[config.mk]
export PLATFORM = sky130hd
export DESIGN_NAME = gpio_irq_ctrl
export DESIGN_NICKNAME = d
export VERILOG_FILES = /design/src/rtl/gpio_irq_ctrl_pkg.sv /design/src/rtl/gpio_debounce.sv /design/src/rtl/gpio_irq_ctrl.sv
export SDC_FILE = /design/constraint.sdc
export NUM_CORES = 1
export LEC_CHECK = 0
export BUFFER_PORTS_ARGS = -buffer_cell sky130_fd_sc_hd__buf_2
export CORE_MARGIN = 2
export CORE_UTILIZATION = 49
export DETAILED_ROUTE_END_ITERATION = 8
export PLACE_DENSITY = 0.7
export SYNTH_ARGS = -nofsm -noshare
export SYNTH_HDL_FRONTEND = slang
export SYNTH_SLANG_ARGS = --single-unit
[constraint.sdc]
create_clock -name clk -period 2.29 [get_ports clk]
set_input_delay 0.458 -clock clk [delete_from_list [all_inputs] [get_ports clk]]
set_output_delay 0.458 -clock clk [all_outputs]
set_load 0.02 [all_outputs]
[src/rtl/gpio_irq_ctrl_pkg.sv]
// Register map shared by the GPIO interrupt controller and its bus decode.
package gpio_irq_ctrl_pkg;

    localparam int REG_IDX_W = 3;

    localparam logic [REG_IDX_W-1:0] REG_IRQ_EN  = 3'd0;
    localparam logic [REG_IDX_W-1:0] REG_RISE_EN = 3'd1;
    localparam logic [REG_IDX_W-1:0] REG_FALL_EN = 3'd2;
    localparam logic [REG_IDX_W-1:0] REG_PENDING = 3'd3;
    localparam logic [REG_IDX_W-1:0] REG_LEVEL   = 3'd4;

endpackage

[src/rtl/gpio_debounce.sv]
// Single-pin two-flop synchroniser followed by a counter-based debouncer.
module gpio_debounce #(
    parameter int DEBOUNCE_CYCLES = 4
) (
    input  logic clk,
    input  logic reset,
    input  logic pin,
    output logic level
);

    localparam int CNT_W = $clog2(DEBOUNCE_CYCLES) + 1;
    localparam logic [CNT_W-1:0] CNT_LAST = CNT_W'(DEBOUNCE_CYCLES - 1);

    logic             sync1;
    logic             sync2;
    logic [CNT_W-1:0] cnt;

    always_ff @(posedge clk) begin
        if (reset) begin
            sync1 <= 1'b0;
            sync2 <= 1'b0;
            cnt   <= '0;
            level <= 1'b0;
        end else begin
            sync1 <= pin;
            sync2 <= sync1;
            // Any sample agreeing with the accepted level restarts the run.
            if (sync2 == level) begin
                cnt <= '0;
            end else if (cnt == CNT_LAST) begin
                level <= sync2;
                cnt   <= '0;
            end else begin
                cnt <= cnt + 1'b1;
            end
        end
    end

endmodule

[src/rtl/gpio_irq_ctrl.sv]
// Per-pin debounced edge interrupts with enable/pending registers on the peripheral bus.
module gpio_irq_ctrl
    import gpio_irq_ctrl_pkg::*;
#(
    parameter int WIDTH           = 20,
    parameter int DEBOUNCE_CYCLES = 4
) (
    input  logic             clk,
    input  logic             reset,
    input  logic             read,
    input  logic             write,
    input  logic [31:0]      address,
    input  logic [31:0]      write_data,
    output logic [31:0]      read_data,
    input  logic [WIDTH-1:0] gpio_in,
    output logic             irq
);

    logic [WIDTH-1:0]     level;
    logic [WIDTH-1:0]     level_d;
    logic [WIDTH-1:0]     irq_en;
    logic [WIDTH-1:0]     rise_en;
    logic [WIDTH-1:0]     fall_en;
    logic [WIDTH-1:0]     pending;
    logic [WIDTH-1:0]     rise;
    logic [WIDTH-1:0]     fall;
    logic [WIDTH-1:0]     w1c;
    logic [WIDTH-1:0]     wdata;
    logic [WIDTH-1:0]     sel;
    logic [REG_IDX_W-1:0] reg_idx;
    logic                 unused_bus_bits;

    assign reg_idx         = address[4:2];
    assign wdata           = write_data[WIDTH-1:0];
    assign unused_bus_bits = ^{address[31:5], address[1:0], write_data[31:WIDTH]};

    for (genvar i = 0; i < WIDTH; i++) begin : g_pin
        gpio_debounce #(
            .DEBOUNCE_CYCLES(DEBOUNCE_CYCLES)
        ) u_debounce (
            .clk  (clk),
            .reset(reset),
            .pin  (gpio_in[i]),
            .level(level[i])
        );
    end

    assign rise = level & ~level_d;
    assign fall = ~level & level_d;
    assign w1c  = (write && reg_idx == REG_PENDING) ? wdata : '0;

    always_ff @(posedge clk) begin
        if (reset) begin
            level_d <= '0;
            irq_en  <= '0;
            rise_en <= '0;
            fall_en <= '0;
            pending <= '0;
        end else begin
            level_d <= level;
            if (write && reg_idx == REG_IRQ_EN)  irq_en  <= wdata;
            if (write && reg_idx == REG_RISE_EN) rise_en <= wdata;
            if (write && reg_idx == REG_FALL_EN) fall_en <= wdata;
            // Hardware set is ORed in after the clear so a coincident edge wins.
            pending <= (pending & ~w1c) | (rise & rise_en) | (fall & fall_en);
        end
    end

    always_comb begin
        sel = '0;
        case (reg_idx)
            REG_IRQ_EN:  sel = irq_en;
            REG_RISE_EN: sel = rise_en;
            REG_FALL_EN: sel = fall_en;
            REG_PENDING: sel = pending;
            REG_LEVEL:   sel = level;
            default:     sel = '0;
        endcase
        read_data = read ? 32'(sel) : 32'd0;
    end

    assign irq = |(pending & irq_en);

endmodule

==> flow_metrics.env <==
export IMPL_synthDistinctLibCells=33
export IMPL_root_buffer="clkbuf_16"
export IMPL_clk_pin_slew_ns=0.06
export IMPL_finalWirelength_mm=19.3
export IMPL_multi_input_area_um2=4180
export IMPL_post_route_period_util_pct=98.6
export IMPL_setup_violations=0
export IMPL_drv_slew=0
export IMPL_numCtsBuffers=23
export IMPL_crit_start="irq_en[13]$_SDFFE_PP0P_"
export IMPL_grt_ovfl_total=0
export IMPL_cp_required_ns=1.83
export IMPL_drt_pass1_iter_count=5
export IMPL_p_leak_nw=4.04
export IMPL_gp_congestion=0.827
export IMPL_synth_seq_cells=220
export IMPL_row_count=49
export IMPL_clock_power_share_pct=45.9
export IMPL_cp_slowest_cell="dfxtp_1"
export IMPL_ys_seq_area_share_pct=48.9
export IMPL_switching_share_pct=21.6
export IMPL_ir_drop_mv=0.666
export IMPL_cts_tree="yes"
export IMPL_grt_max_degree=42
export IMPL_fin_skew_ns=0.0187
export IMPL_wire_per_inst_um=14.6
export IMPL_die_y_um=140
export IMPL_cts_sinks=220
export IMPL_portBuffers=67
export IMPL_synth_top_area_cell="dfxtp_1"
export IMPL_die_w_um=140
export IMPL_nFillCells=1590
export IMPL_grt_pass1_vias=6230
export IMPL_postRouteAntennaNets=0
export IMPL_power_frac_comb_pct=5.1
export IMPL_synth_async_reset_ratio_pct=0
export IMPL_final_cells=1316
export IMPL_utilization_pct=58.6
export IMPL_worst_r2r_setup_slack_ns=0.97
export IMPL_synth_warnings=0
export IMPL_hold_viol=0
export IMPL_synthFlopType="dfxtp_1"
export IMPL_r2r_start="g_pin[10].u_debounce.cnt[0]$_SDFF_PP0_"
export IMPL_start_util_pct=50.0
export IMPL_hold_start="gpio_in[13]"
export IMPL_fmax_mhz=443
export IMPL_rsz0062_at_grt="true"
export IMPL_drive_above_1_share_pct=17.5
export IMPL_cts_htree_levels=1
export IMPL_vias_per_cell=5.14
export IMPL_critPathArrivalTime_ns=1.80
export IMPL_synthDominantCellAreaShare_pct=48.9
export IMPL_path_max_fanout=3
export IMPL_core_area_um2=18000
export IMPL_ios=121
export IMPL_synth_most_common_cell="dfxtp_1"
export IMPL_startpoint_type="flip-flop"
export IMPL_drtIter0Drc=384
export IMPL_fin_crit_ns=2.26
export IMPL_power_switching_mw=1.74
export IMPL_p_per_area_nw_per_um2=760
export IMPL_synth_area_top_cells="dfxtp_1 49%, nand2_1 6.7%, ha_1 5.6%"
export IMPL_synth_cells=990
export IMPL_path_class="flip-flop to output pin"
export IMPL_vias=6766
export IMPL_intPower_mw=6.29
export IMPL_drc_errors=0
export IMPL_syn_area_per_cell_um2=9.10
export IMPL_yosys_top_cells_count="220 x dfxtp_1, 161 x nand2_1, 100 x nor2_1"
export IMPL_crit_chain="a22o_1 > a221oi_2 > and3_1 > nand4_1 > buf_4"
export IMPL_fin_hold_ws_ns=0.161
export IMPL_maxCapViolations=0
export IMPL_dp_hpwl_mm=13.2
export IMPL_synth_edff_count=0
export IMPL_area_growth_pct=17.3
export IMPL_status="finished clean"
export IMPL_clockBufferDepth=3
export IMPL_syn_area_um2=9010
export IMPL_grt_antenna_before_repair=1
export IMPL_grt_pass1_wl_mm=31.3
export IMPL_end_kind="output pin"
export IMPL_fin_nets=1198
export IMPL_dieArea_um2=19500
export IMPL_gr_usage_all_layers_pct=19.5
export IMPL_power_frac_seq_pct=49.0
export IMPL_placedCellCount=1272
export IMPL_insertion_delay_ns=0.51
export IMPL_seq_area_um2=4410
export IMPL_hold_path_class="input port to flip-flop"
export IMPL_cpPeakStageDelay_ns=0.34
stage by stage:
| step | TNS [ns] | total power [mW] | cell area [um^2] | setup slack [ns] |
|---|---|---|---|---|
| after floorplan | 0 | 4.26 | 9050 | 0.369 |
| after global placement | 0 | 4.42 | 9750 | 0.0968 |
| after detailed placement | 0 | 4.43 | 9750 | 0.0850 |
| after CTS | 0 | 8.10 | 10600 | 0.000337 |
| after global routing | -0.0121 | 8.31 | 10600 | -0.0121 |
| final | 0 | 8.03 | 10600 | 0.0321 |
metal layers:
layer	up-vias	wire length [um]	GRT usage, %
li1	3430	-	-
met1	3110	8730	26.7
met2	193	8960	32.3
met3	33	1220	2.68
met4	0	340	5.47
met5	-	0	0
worst paths after layout:
check                                      endpoint  cells past startpoint
max reg2reg  g_pin[10].u_debounce.cnt[1]$_SDFF_PP0_                      4
max                                             irq                      5
min           g_pin[13].u_debounce.sync1$_SDFF_PP0_                      2
min reg2reg   g_pin[2].u_debounce.cnt[0]$_SDFF_PP0_                      1
flip-flops by register name, indices dropped and copies added (netlist names):
name	flops
fall_en	20
level_d	20
g_pin.u_debounce.sync1	20
g_pin.u_debounce.cnt	60
irq_en	20
g_pin.u_debounce.level	20
pending	20
g_pin.u_debounce.sync2	20
rise_en	20
cell type report:
cell class,count,share of cell area [%]
inverters,41,1.46
clock buffers,32,6.24
multi-input cells,676,39.6
repair buffers,108,7.32
clock inverters,9,0.983
flip-flops and latches,220,41.7
well taps,229,2.71
diodes,1,0.0237
critical path, delay by kind of cell, from the launching register on:
kind	cells	cell delay (ns)
compound gates	2	0.44
flops	1	0.34
simple gates	2	0.31
buf+inv	1	0.20
logic make-up (layout without fill, tap and decap cells):
family | Yosys count | after routing | synth area share (%)
fa+ha+maj | 40 | 40 | 5.55
compound gates | 171 | 171 | 12.2
xor+xnor | 20 | 20 | 1.94
flops | 220 | 220 | 48.9
other cells | 1 | 13 | 0.0416
simple gates | 393 | 393 | 20.5
buf+inv | 105 | 190 | 5.49
mux | 40 | 40 | 5.39
power groups by stage:
stage | logic (mW) | registers, mW | clock network, mW
2_1_floorplan | 0.257 | 4.00 | 0
3_3_place_gp | 0.405 | 4.01 | 0
3_5_place_dp | 0.410 | 4.02 | 0
4_1_cts | 0.412 | 3.93 | 3.76
5_1_grt | 0.450 | 3.94 | 3.93
6_report | 0.412 | 3.93 | 3.69
cells in the final DEF, fill, tap and decap left out, types with 5 or more instances in the layout:
cell,instances
conb_1,12
dfxtp_1,216
mux2i_1,20
a22oi_1,26
buf_4,33
nor2_1,100
clkbuf_16,23
ha_1,40
nand2_1,161
nand3b_1,22
o21ai_0,20
buf_2,65
or3_1,20
xnor2_1,20
mux2_4,16
o22ai_1,20
buf_12,10
nor2b_1,62
a22oi_2,16
inv_1,41
and2_1,21
a21oi_1,80
clkbuf_8,5
repair_timing:
item | CTS | global route
setup buffers | 1 | 1
gates resized for setup | 7 | 2
hold buffers | 0 | 0
cloned | 0 | 0
setup endpoints to repair | 1 | 1
pin swaps | 2 | 2
No activity file was read; power rests on OpenSTA's default activity.
